File: src/rtl/uart_tx_fifo.sv
// uart_tx_fifo: parametrised UART transmitter fed by a small FIFO, frames sent back-to-back
module uart_tx_fifo #(
   parameter int clk_freq_hz = 12000000,
   parameter int baud_rate   = 115200,
   parameter int data_bits   = 8,
   parameter int parity      = 0,
   parameter int stop_bits   = 1,
   parameter int fifo_depth  = 4
) (
   input  logic                        i_clk,
   input  logic                        i_rst,
   input  logic [data_bits-1:0]        i_data,
   input  logic                        i_valid,
   output logic                        o_ready,
   output logic                        o_uart_tx,
   output logic                        o_busy,
   output logic [$clog2(fifo_depth):0] o_fifo_level
);
   localparam int DIV = (clk_freq_hz + baud_rate / 2) / baud_rate;
   localparam int CW = $clog2(DIV);
   localparam int AW = $clog2(fifo_depth);
   localparam logic [CW-1:0] DIV_LAST = CW'(DIV - 1);
   localparam logic [2:0] DATA_LAST = 3'(data_bits - 1);
   localparam logic [2:0] STOP_LAST = 3'(stop_bits - 1);
   localparam logic [AW:0] FULL = (AW + 1)'(fifo_depth);
   localparam logic HAS_PAR = (parity == 1) || (parity == 2);

   if (DIV < 2 || data_bits < 5 || data_bits > 8 || stop_bits < 1 || stop_bits > 2 ||
       fifo_depth < 2 || (fifo_depth & (fifo_depth - 1)) != 0) begin : g_bad_params
      $error("uart_tx_fifo: illegal parameters (divisor below 2 or out-of-range widths)");
   end

   typedef enum logic [2:0] {IDLE, START, DATA, PARITY, STOP} state_t;

   state_t               state;
   logic [data_bits-1:0] mem [fifo_depth];
   logic [AW-1:0]        wr_ptr, rd_ptr;
   logic [AW:0]          level;
   logic [CW-1:0]        cnt;
   logic [2:0]           bit_idx;
   logic [data_bits-1:0] shreg;
   logic                 par_bit;
   logic                 push, pop, bit_end;
   logic [data_bits-1:0] head;

   assign o_ready      = level != FULL;
   assign o_fifo_level = level;
   assign o_busy       = (state != IDLE) || (level != '0);
   assign push         = i_valid & o_ready;
   assign bit_end      = cnt == DIV_LAST;
   assign head         = mem[rd_ptr];
   assign pop          = (level != '0) &&
                         (state == IDLE || (state == STOP && bit_end && bit_idx == STOP_LAST));

   always_ff @(posedge i_clk) begin
      if (i_rst) begin
         wr_ptr <= '0;
         rd_ptr <= '0;
         level  <= '0;
      end else begin
         if (push) begin
            mem[wr_ptr] <= i_data;
            wr_ptr      <= wr_ptr + AW'(1);
         end
         if (pop) rd_ptr <= rd_ptr + AW'(1);
         level <= level + (AW + 1)'(push) - (AW + 1)'(pop);
      end
   end

   // the line register follows the state by one cycle, so every bit still spans DIV cycles
   always_ff @(posedge i_clk) begin
      if (i_rst) begin
         state     <= IDLE;
         cnt       <= '0;
         bit_idx   <= '0;
         shreg     <= '0;
         par_bit   <= 1'b0;
         o_uart_tx <= 1'b1;
      end else begin
         o_uart_tx <= (state == START) ? 1'b0 : (state == DATA) ? shreg[0] :
                      (state == PARITY) ? par_bit : 1'b1;
         cnt <= (bit_end || state == IDLE) ? '0 : cnt + CW'(1);
         if (pop) begin
            shreg   <= head;
            par_bit <= (parity == 1) ? ~^head : ^head;
         end
         case (state)
            IDLE:   if (pop) state <= START;
            START:  if (bit_end) state <= DATA;
            DATA:   if (bit_end) begin
               shreg   <= shreg >> 1;
               bit_idx <= bit_idx + 3'd1;
               if (bit_idx == DATA_LAST) begin
                  state   <= HAS_PAR ? PARITY : STOP;
                  bit_idx <= '0;
               end
            end
            PARITY: if (bit_end) state <= STOP;
            STOP:   if (bit_end) begin
               bit_idx <= bit_idx + 3'd1;
               if (bit_idx == STOP_LAST) begin
                  state   <= pop ? START : IDLE;
                  bit_idx <= '0;
               end
            end
            default: state <= IDLE;
         endcase
      end
   end
endmodule
File: config.mk
export PLATFORM = sky130hd
export DESIGN_NAME = uart_tx_fifo
export DESIGN_NICKNAME = d
export VERILOG_FILES = /design/src/rtl/uart_tx_fifo.sv
export SDC_FILE = /design/constraint.sdc
export NUM_CORES = 1
export LEC_CHECK = 0
export CORE_MARGIN = 3
export CORE_UTILIZATION = 58
export CTS_CLUSTER_DIAMETER = 40
export DETAILED_ROUTE_END_ITERATION = 16
export PLACE_DENSITY = 0.84
export SETUP_SLACK_MARGIN = 0.15
export SYNTH_ARGS = -nofsm -noshare
export SYNTH_HDL_FRONTEND = slang
export SYNTH_SLANG_ARGS = --single-unit
File: constraint.sdc
create_clock -name i_clk -period 3 [get_ports i_clk]
set_input_delay 0.45 -clock i_clk [delete_from_list [all_inputs] [get_ports i_clk]]
set_output_delay 0.45 -clock i_clk [all_outputs]
set_load 0.02 [all_outputs]
### Word-level counts from Yosys, hierarchy flattened

Memories as Yosys holds them, arrays and structs flattened. A register that Yosys moved wholly into a read port is not among the register bits.
Cells that the tools add are included.

| storage, ports and cells | value |
|---|---|
| flip-flop bits (word level) | 30 |
| memory bits (writable) | 32 |
| input bits | 11 |
| output and inout port bits | 6 |
| logic and storage cells | 71 |
| memories | 1 |

| operators by class | value |
|---|---|
| add/sub/neg operators | 6 |
| equal/unequal tests | 14 |
| multiplexer cells | 25 |
| bitwise operators | 1 |
| reduce and logical (&&, ||, !) cells | 15 |

Memories:

| name | words | bits a word | rd ports | clocked after Yosys merged registers in | wr ports | line | source |
|---|---|---|---|---|---|---|---|
| mem | 4 | 8 | 1 | 1 | 1 | 36 | `logic [data_bits-1:0] mem [fifo_depth];` |

Operators by type and width:

| operator | number |
|---|---|
| two-way mux 3 bit | 11 |
| two-way mux 8 bit | 3 |
| case mux 3 bit (5 select lines) | 1 |
| != test 2 bit, second input constant | 5 |
| XOR reduction 8 bit | 1 |
| adder 7 x 1 -> 7 bit, second input constant | 1 |
| equality test 7 bit, second input constant | 1 |
| two-way mux 1 bit | 7 |
| AND reduction 7 bit | 1 |
| equality test 3 x 2 -> 1 bit, second input constant | 2 |
| equality test 3 bit, second input constant | 2 |
| zero test 3 bit | 2 |
| case mux 3 bit (2 select lines) | 1 |
| nonzero test 3 bit | 2 |
| adder 2 x 1 -> 2 bit, second input constant | 2 |
| two-way mux 2 bit | 2 |
| != test 2 x 1 -> 1 bit, second input constant | 2 |
| adder 3 x 1 -> 3 bit | 1 |
| adder 3 x 1 -> 3 bit, second input constant | 1 |
| equality test 3 x 1 -> 1 bit, second input constant | 1 |
| logical AND 1 bit | 3 |
| logical OR 1 bit | 3 |
| != test 3 bit, second input constant | 1 |
| AND reduction 3 bit | 1 |
| 4 further kinds | 4 |

### Logic depth before layout (Yosys ltp)

| logic depth | value |
|---|---|
| depth in word-level cells | 9 |
| mapped depth | 15 |
| mapped depth without buffers | 13 |

### Least setup slack after synthesis

Ideal clock, no wire load.

| path | value |
|---|---|
| kind | register to register |
| from | register cnt[0] |
| to | register level[2] (netlist: o_fifo_level[2]) |
| setup time | 128 ps |
| data arrival time | 2478 ps |
| required time | 2872 ps |
| setup slack | 394 ps |
| cell stages (with the launch flop) | 15 |
| path buffers | 2 |
| clock period less this slack | 2606 ps |
| path through | dfxtp_1 ha_1 nand2_1 o41ai_4 and3_1 buf_6 buf_12 ha_1 inv_1 ha_1 inv_1 fa_1 xor2_1 xnor2_1 nor2_1 |

| on the way | value |
|---|---|
| longest elaborated chain between the ends | 6 |

Ends and longest elaborated chain:

| what | line | source |
|---|---|---|
| start, declared | 39 | `logic [CW-1:0] cnt;` |
| start signal, assigned | 82 | `cnt <= (bit_end \|\| state == IDLE) ? '0 : cnt + CW'(1);` |
| equality test 7 bit | 50 | `assign bit_end = cnt == DIV_LAST;` |
| logical AND 1 bit (2 in a row) | 53 | `(state == IDLE \|\| (state == STOP && bit_end && bit_idx == STOP_LAST));` |
| logical OR 1 bit | 53 |  |
| logical AND 1 bit | 52 | `assign pop = (level != '0) &&` |
| subtractor 3 x 1 -> 3 bit | 66 | `level <= level + (AW + 1)'(push) - (AW + 1)'(pop);` |
| end signal, assigned | 66 |  |
| end, declared | 38 | `logic [AW:0] level;` |

No other way between the ends.
A chain may end at the register's enable or synchronous reset.

### Final worst setup path

Same ends and word-level chain as after synthesis.

==> metrics.cfg <==
[route]
drt_iter0_drc = 139
drt_wl_total_mm = 4.77
ant_nets = 0
dr.pass1.iters = 4
dr_total_vias = 1693
wl_per_cell_um = 15.5
detail_route.vias_per_cell = 5.50
drc = 0

[yosys]
synth_fp_nets = 244
netlist_instances = 222
synth-edff-count = 32
synth_area_sq_um = 2830
ys_ff_latch = 64
yosysWarnings = 0
synth_ff_type = edfxtp_1
seq_area_frac_synth = 0.567
netlist-cell-type-count = 40
avgSynthCellArea_sq_um = 12.7
synthArstFlopShare = 0

[worst_hold_path]
min-delay-start = cnt[0]
holdPathStages = 1
hp-class = flip-flop to flip-flop
worstHoldEndpoint = cnt[0]

[run]
maxCapViolations = 0

[critical_path]
crit_required_ps = 3220
crit_top_cell = ha_1
critPathBufInv = 2
worstSetupPathType = flip-flop to flip-flop
worstSetupStartpointType = flip-flop
crit_path_end_kind = flip-flop
rr_endpoint = o_fifo_level[2]
critPathMaxFanout = 4
critical_path_arrival_ps = 2860
reg2reg_depth = 12
critical_path.top_delay_family = adder cells
path_cells = ha_1 -> nand2_1 -> o41ai_4 -> and3_1 -> ha_1 -> inv_1 -> ha_1 -> inv_1 -> fa_1 -> xor2_1 -> xnor2_1 -> nor2_1
reg2reg_from = cnt[0]
r2r_setup_slack_ps = 370
cp_slowest_cell = fa_1
cpPeakStageDelay_ps = 380

[power]
power_switching_w = 0.000851
power_w = 0.00269
pwr-share-clk = 0.267
p_per_area_nw_per_um2 = 842
p_sw_frac = 0.316
power.internal_w = 0.00184
ir_drop_mv = 0.539
leakage_nw = 1.12
power_frac_seq = 0.430
pwr-share-comb = 0.302

[run_status]
status = complete, no violations

[cells_and_area]
stdcell_count = 308
most-common-layout-cells = dfxtp_1 (32), edfxtp_1 (32), nor2_1 (30)
syn2layout_area_growth_pct = 13.1
drive_gt1_frac = 0.132
final_nets = 260
final_core_util = 0.705
antenna_cells = 0

[sta]
period_share = 0.878
max_freq_mhz = 380
setup_viol = 0
relSlewSlack = 0.612
post-route-min-period_ps = 2630
setup_tns_ps = 0
maxSlewViolCount = 0
tightest_slew_ps = 581
rsz0062_at_grt = false
finalClockSkew_ps = 6.34
hold_viol = 0

[grt]
grt_start_max_net_pins = 26
overflow = 0
grtUsageTotal = 0.195
grt_pass1_vias = 1707
grt_antenna_before_repair = 0
grt_pass1_wl_mm = 7.92

[clock_tree]
cts_root_buf = clkbuf_8
cts_tree = yes
cts_sinks = 64
clkSlewWorstSetupHoldPaths_ps = 70
cts_setup_buffers = 0
numCtsBuffers = 9
hold_buffers = 0
ctsResizeCount = 0
clock_latency_ps = 340
cts_max_path_buffers = 2
htree_levels = 3

[placed_design]
post-dp-hpwl_mm = 3.20
port_buffers = 16
dp.cells = 292
place.gp.congestion = 0.743

[floorplanning]
die_area_sq_um = 5740
initial_core_util = 0.623
fp.dieH_um = 75.8
coreArea_sq_um = 4530
num_rows = 24
dieWidth_um = 75.8
pin_count = 17

==> how the worst max path moves through the flow <==
| stage | depth (start not counted) | slack [ps] | from | end |
|---|---|---|---|---|
| CTS | 12 | 350 | cnt[0] | o_fifo_level[2] |
| finish | 12 | 370 | cnt[0] | o_fifo_level[2] |
| floorplan | 14 | 390 | cnt[0] | o_fifo_level[2] |
| global placement | 12 | 520 | cnt[0] | o_fifo_level[2] |
| global route | 12 | 160 | cnt[0] | o_fifo_level[2] |
| detailed placement | 12 | 390 | cnt[0] | o_fifo_level[2] |
==> power by group through the flow <==
stage / Sequential [W] / Clock, W / Combinational (W)
6_report: 0.00116 / 0.000719 / 0.000813
5_1_grt: 0.00118 / 0.000760 / 0.000897
4_1_cts: 0.00116 / 0.000730 / 0.000818
3_5_place_dp: 0.00117 / 0 / 0.000795
3_3_place_gp: 0.00117 / 0 / 0.000770
2_1_floorplan: 0.00113 / 0 / 0.000677
==> state kept, by name (all words and copies together), names as in the netlist, named ones only <==
signal        count
cnt               7
wr_ptr            2
o_uart_tx         1
par_bit           1
shreg             8
rd_ptr            2
o_fifo_level      3
state             3
mem              32
bit_idx           3
==> metal layers <==
| metal | vias up | global-route usage | part of all wire |
|---|---|---|---|
| li1 | 823 | - | - |
| met1 | 820 | 0.239 | 0.45 |
| met2 | 37 | 0.316 | 0.49 |
| met3 | 13 | 0.0435 | 0.041 |
| met4 | 0 | 0.111 | 0.020 |
| met5 | - | 0 | 0 |
==> synthesized netlist by cell type (2+ instances only) <==
cell type	count	area share
o21ai_0	2	0.0035
ha_1	10	0.044
nand2_1	6	0.0080
xor2_1	4	0.012
a21boi_0	2	0.0053
edfxtp_1	32	0.34
a211oi_2	3	0.013
inv_1	11	0.015
mux2i_1	10	0.035
a211oi_1	5	0.013
nor3_1	3	0.0053
or3_1	4	0.0089
clkbuf_1	7	0.0093
nor2_1	30	0.040
nand3_1	7	0.012
dfxtp_1	32	0.23
a21oi_1	4	0.0071
o21bai_1	2	0.0053
and2_1	4	0.0089
nand2b_1	4	0.0089
mux4_2	8	0.064
xnor2_1	13	0.040
buf_6	2	0.0080
==> cell families (layout without fill, tap and decap cells) <==
| logic type | Yosys count | after routing | synth area share |
|---|---|---|---|
| flip-flops | 64 | 64 | 0.567 |
| AO/OA/AOI/OAI | 25 | 25 | 0.0744 |
| AND/OR/NAND/NOR | 63 | 63 | 0.112 |
| multiplexers | 18 | 18 | 0.0992 |
| XOR/XNOR | 17 | 17 | 0.0527 |
| adder cells (fa/ha/maj) | 11 | 11 | 0.0514 |
| buffers and inverters | 24 | 45 | 0.0438 |
==> worst register-to-register path: stages (launching register included) <==
cell,delay (ps)
dfxtp_1,370
ha_1,220
nand2_1,140
o41ai_4,290
and3_1,230
ha_1,230
inv_1,70
ha_1,140
inv_1,50
fa_1,380
xor2_1,200
xnor2_1,150
nor2_1,50
==> metrics by stage <==
stage / setup WS, ps / area, sq um / hold WS, ps
after global routing: 161 / 3200 / 512
final: 366 / 3200 / 472
after CTS: 352 / 3200 / 474
after floorplan: 394 / 2830 / 430
after detailed placement: 392 / 3000 / 458
after global placement: 517 / 3000 / 445
==> final cells by class <==
type	instances	area [sq um]
clock buffer	9	124
clock inverter	7	72.6
fill	299	1340
inverter	11	41.3
multi-input combinational	134	1100
sequential	64	1600
tap	65	81.3
timing repair buffer	18	175
Note: power is estimated with default switching activity, not from simulation.
